--- config.mk ---
export PLATFORM = sky130hd
export DESIGN_NAME = dmem_arbiter
export DESIGN_NICKNAME = d
export VERILOG_FILES = /design/src/rtl/dmem_arbiter_pkg.sv /design/src/rtl/rr_arb2.sv /design/src/rtl/dmem_arbiter.sv
export SDC_FILE = /design/constraint.sdc
export NUM_CORES = 1
export LEC_CHECK = 0
export CORE_UTILIZATION = 34
export CTS_CLUSTER_DIAMETER = 100
export CTS_CLUSTER_SIZE = 8
export DETAILED_ROUTE_END_ITERATION = 6
export PLACE_DENSITY = 0.86
export SYNTH_ARGS = -nofsm -noshare
export SYNTH_HDL_FRONTEND = slang
export SYNTH_SLANG_ARGS = --single-unit
--- constraint.sdc ---
create_clock -name clk -period 1.63 [get_ports clk]
set_input_delay 0.163 -clock clk [delete_from_list [all_inputs] [get_ports clk]]
set_output_delay 0.163 -clock clk [all_outputs]
set_load 0.01 [all_outputs]
--- src/rtl/dmem_arbiter_pkg.sv ---
// Shared types for the data-memory arbiter:
// FSM states, port ids and the address check.
package dmem_arbiter_pkg;

  typedef enum logic [1:0] {
    IDLE   = 2'd0,
    ACCESS = 2'd1,
    RESP   = 2'd2
  } state_t;

  localparam logic PORT_CPU = 1'b0;
  localparam logic PORT_DBG = 1'b1;

  // Legal iff word aligned and word index < depth.
  function automatic logic addr_ok(
    input logic [31:0] a,
    input int unsigned depth
  );
    return (a[1:0] == 2'b00) &&
           ({2'b00, a[31:2]} < depth);
  endfunction

endpackage

--- src/rtl/rr_arb2.sv ---
// Two-requester round-robin picker.
// req[1:0], prio (tie winner) -> one-hot gnt.
module rr_arb2
  import dmem_arbiter_pkg::*;
(
  input  logic [1:0] req,
  input  logic       prio,
  output logic [1:0] gnt
);

  always_comb begin
    gnt = 2'b00;
    unique case (1'b1)
      (req == 2'b11): gnt = prio ? 2'b10 : 2'b01;
      (req == 2'b01): gnt = 2'b01;
      (req == 2'b10): gnt = 2'b10;
      default:        gnt = 2'b00;
    endcase
  end

endmodule

--- src/rtl/dmem_arbiter.sv ---
// Two-port round-robin arbiter and sequencer for
// the data memory: IDLE grant, ACCESS strobe, RESP ack.
module dmem_arbiter
  import dmem_arbiter_pkg::*;
#(
  parameter int unsigned DEPTH = 32
) (
  input  logic        clk,
  input  logic        reset,
  input  logic        p0_req,
  input  logic        p0_we,
  input  logic [31:0] p0_addr,
  input  logic [31:0] p0_wdata,
  output logic        p0_ack,
  output logic        p0_err,
  output logic [31:0] p0_rdata,
  input  logic        p1_req,
  input  logic        p1_we,
  input  logic [31:0] p1_addr,
  input  logic [31:0] p1_wdata,
  output logic        p1_ack,
  output logic        p1_err,
  output logic [31:0] p1_rdata,
  output logic        MemWrite,
  output logic        MemRead,
  output logic [31:0] Adress,
  output logic [31:0] WriteD,
  input  logic [31:0] Rdata
);

  localparam int AW = $clog2(DEPTH);

  state_t      state;
  state_t      nxt;
  logic        prio;
  logic        gid;
  logic        we_q;
  logic [31:0] addr_q;
  logic [31:0] wdata_q;
  logic [31:0] rsp_data;
  logic        rsp_err;
  logic [1:0]  gnt;
  logic        legal;

  rr_arb2 u_arb (
    .req  ({p1_req, p0_req}),
    .prio (prio),
    .gnt  (gnt)
  );

  assign legal = addr_ok(addr_q, DEPTH);

  always_comb begin
    nxt = state;
    unique case (state)
      IDLE:    if (|gnt) nxt = ACCESS;
      ACCESS:  nxt = RESP;
      RESP:    nxt = IDLE;
      default: nxt = IDLE;
    endcase
  end

  always_ff @(posedge clk) begin
    if (reset) begin
      state    <= IDLE;
      prio     <= PORT_CPU;
      gid      <= PORT_CPU;
      we_q     <= 1'b0;
      addr_q   <= '0;
      wdata_q  <= '0;
      rsp_data <= '0;
      rsp_err  <= 1'b0;
    end else begin
      state <= nxt;
      if (state == IDLE && |gnt) begin
        gid     <= gnt[1];
        we_q    <= gnt[1] ? p1_we    : p0_we;
        addr_q  <= gnt[1] ? p1_addr  : p0_addr;
        wdata_q <= gnt[1] ? p1_wdata : p0_wdata;
      end
      if (state == ACCESS) begin
        rsp_err  <= !legal;
        rsp_data <= (legal && !we_q) ? Rdata : '0;
      end
      if (state == RESP)
        prio <= ~gid;
    end
  end

  always_comb begin
    MemWrite = 1'b0;
    MemRead  = 1'b0;
    Adress   = '0;
    WriteD   = '0;
    p0_ack   = 1'b0;
    p0_err   = 1'b0;
    p0_rdata = '0;
    p1_ack   = 1'b0;
    p1_err   = 1'b0;
    p1_rdata = '0;
    unique case (1'b1)
      (state == ACCESS && legal): begin
        Adress   = 32'(addr_q[AW+1:2]);
        MemWrite = we_q;
        MemRead  = !we_q;
        WriteD   = we_q ? wdata_q : '0;
      end
      (state == RESP && gid == PORT_CPU): begin
        p0_ack   = 1'b1;
        p0_err   = rsp_err;
        p0_rdata = rsp_data;
      end
      (state == RESP && gid == PORT_DBG): begin
        p1_ack   = 1'b1;
        p1_err   = rsp_err;
        p1_rdata = rsp_data;
      end
      default: ;
    endcase
  end

endmodule

==> results.ini <==
[worst_setup_path]
arrival_ns=2.17
criticalPathCategory=reg2out
critPathSlowestCell=or4_4
path_buf_inv=4
cp-end-kind=output pin
r2r_start=addr_q[14]$_SDFFE_PP0P_
crit_path_start_kind=flop
critical_path.top_delay_family=simple AND/OR/NAND/NOR gates
path_cells=or4_4 -> nor2_2 -> nor4b_4 -> buf_6 -> buf_6 -> clkbuf_16 -> and2_4 -> buf_6
cp_max_fo=6
crit_required_ns=1.47
crit_top_cell=buf_6
startpoint=addr_q[14]$_SDFFE_PP0P_
cpPeakStageDelay_ns=0.55

[clock_tree]
clk_latency_ns=0.34
clk_path_buf_depth=2
clkSinkCount=102
cts_hold_buf=0
cts_buffers=9
cts_tree=done
cts-htree-levels=3
cts-root-buf=clkbuf_16
clkTransAtPathRegs_ns=0.08

[synth]
yosysSeqAreaShare=0.4114
syn_area_um2=4964
avgSynthCellArea_um2=9.209
syn-instance-count=539
netlist_top_cells_area=dfxtp_1 41%, and2_1 13%, mux2i_1 13%
yosysTopAreaCell=dfxtp_1
synth_warnings=0
ys_types=26
ys_ff_latch=102
synth_top_area_frac=0.4114

[run_status]
status=complete, but fails checks
failed_checks=negative setup slack

[route]
drc=0
routed_wl_mm=20.12
postRouteAntennaNets=0
drt_first_iter_violations=285
via_per_inst=4.957
dr.pass1.iters=4
via_count=5289
avgRoutedWirePerCell_um=18.85

[pwr]
power_density_nw_per_um2=683.1
p_int_mw=4.955
pwr-share-comb=0.253
p_sw_mw=1.849
p_leak_nw=4.501
switching_share=0.2717
finalPower_mw=6.804
peakVddDrop_mv=0.5167
seq_power_share=0.416
pwr-share-clk=0.331

[sta]
fin_crit_ns=2.329
worstMarginPinSlew_ns=0.9161
setup_viol=143
setup_slack_ns=-0.6987
slew_viol_final=0
whs_ns=0.4108
fin_crit_sh=1.429
rsz0062_at_grt=yes
hold_violations=0
slew_headroom=0.3893
fmax_ghz=0.4294
finalSetupTns_ns=-58.92
final.setup_skew_ns=0.01152

[grt]
grt_pass1_wl_mm=26.74
grt_pass1_vias=5029
overflow=0
grtUsageTotal=0.2347
grt_start_max_net_pins=71
grt_antenna_before_repair=0

[finish]
seqCellArea_um2=2047
drive_gt1_frac=0.4199
area_delta_synth_final_pct=100.7
post-route-util=0.7093
multi_input_area_um2=3089
nFillCells=945
design_area_um2=9961
nets=1047

[floorplanning]
die_w_um=122.8
io_pins=300
dieArea_um2=15090
coreArea_um2=14040
rows=43
start_util=0.3535
die_h_um=122.8

[place]
portBuffers=272
routabilityCongestion=0.7663
placed_cell_area_um2=8160
hpwl_mm=11.43

[min_path]
hp-class=in2reg
worst_hold_startpoint=Rdata[16]

[flow_run]
maxCapViolations=0

## sequential cells by signal, indices dropped and copies added, names as in the netlist
signal / cells
addr_q: 32
rsp_data: 32
wdata_q: 32
state: 2
gid: 1
prio: 1
rsp_err: 1
we_q: 1
## layout by cell type (no fill, tap or decap), types with 3 or more instances in the layout
| cell type | count |
|---|---|
| and2_1 | 7 |
| dfxtp_2 | 4 |
| conb_1 | 27 |
| nor4_1 | 3 |
| a211oi_2 | 23 |
| and2_4 | 97 |
| buf_8 | 12 |
| a211oi_1 | 42 |
| buf_12 | 16 |
| inv_1 | 3 |
| buf_16 | 6 |
| buf_4 | 24 |
| a22o_1 | 32 |
| dfxtp_1 | 98 |
| clkbuf_16 | 18 |
| nor2_1 | 66 |
| clkdlybuf4s50_1 | 164 |
| buf_6 | 133 |
| buf_2 | 11 |
| nor2_2 | 6 |
| mux2i_1 | 65 |
## layer usage
layer / global-route usage / up-vias / routed length [µm]
met5: 0 / - / 0
met4: 0.09375 / 0 / 580
met3: 0.04182 / 42 / 1296
met2: 0.4361 / 240 / 10650
met1: 0.2618 / 2494 / 7584
li1: - / 2513 / -
## final cells by class
class	instances	share of cell area
clock inverters	5	0.006657
diodes	1	0.0002512
repair buffers	376	0.4293
flip-flops and latches	102	0.2055
clock buffers	11	0.02437
multi-input cells	389	0.3101
inverters	3	0.001131
well taps	180	0.02261
## power by group through the flow
stage / sequential, mW / combinational [mW] / clock, mW
6_report: 2.83 / 1.72 / 2.25
5_1_grt: 2.85 / 1.85 / 2.38
4_1_cts: 2.81 / 1.43 / 2.27
3_5_place_dp: 2.86 / 1.28 / 0
3_3_place_gp: 2.86 / 1.25 / 0
2_1_floorplan: 2.82 / 0.648 / 0
## through the flow
| stage | setup slack (ns) | cells |
|---|---|---|
| 2_1_floorplan | -0.1762 | 565 |
| 5_1_grt | -0.8244 | 1066 |
| 4_1_cts | -0.7824 | 1052 |
| 3_5_place_dp | -0.7334 | 988 |
| 6_report | -0.6987 | 1067 |
| 3_3_place_gp | -0.6885 | 988 |
## final timing paths
path / to / slack, ns / depth (start not counted)
setup / recovery: WriteD[13] / -0.70 / 8
hold / removal: rsp_data[16]$_SDFFE_PP0N_ / 0.41 / 2
setup reg to reg: rsp_data[5]$_SDFFE_PP0N_ / -0.56 / 8
hold reg to reg: addr_q[12]$_SDFFE_PP0P_ / 0.50 / 2
## timing repair
| item | in CTS | in global routing |
|---|---|---|
| setup endpoints to repair | 140 | 164 |
| setup buffers | 37 | 22 |
| resized for setup | 570 | 159 |
| cloned | 12 | 10 |
| pin swaps | 30 | 61 |
| hold endpoints to repair | 0 | 0 |
## cells in the mapped netlist
master,count
nor3_4,1
buf_2,5
a22o_1,32
nor2_1,74
or2b_1,1
nor4b_2,1
o21ai_1,1
o32a_1,1
buf_1,2
buf_6,3
nand2b_1,1
buf_4,27
inv_1,3
a21oi_1,1
conb_1,1
clkbuf_1,34
nand2_1,1
mux2i_1,65
dfxtp_1,102
nor4_1,7
nor3_1,3
nand4_1,1
nor2b_1,1
a211oi_1,65
and2_1,104
or4_4,2
## worst reg2reg max path, delay by kind of cell, from the launching register on
family / cells / cell delay, ns
simple gates: 3 / 1.12
buf+inv: 4 / 0.57
flops: 1 / 0.31
compound gates: 1 / 0.13
## cell families (layout without fill, tap and decap cells)
logic type	after synthesis	count (layout)	synth area share
AOI/OAI and AO/OA	100	100	0.1588
other	1	28	0.0007555
DFF	102	102	0.4114
buffers and inverters	74	395	0.08218
muxes	65	65	0.1311
and+or+nand+nor	197	197	0.2158
No activity file was read; power rests on OpenSTA's default activity.
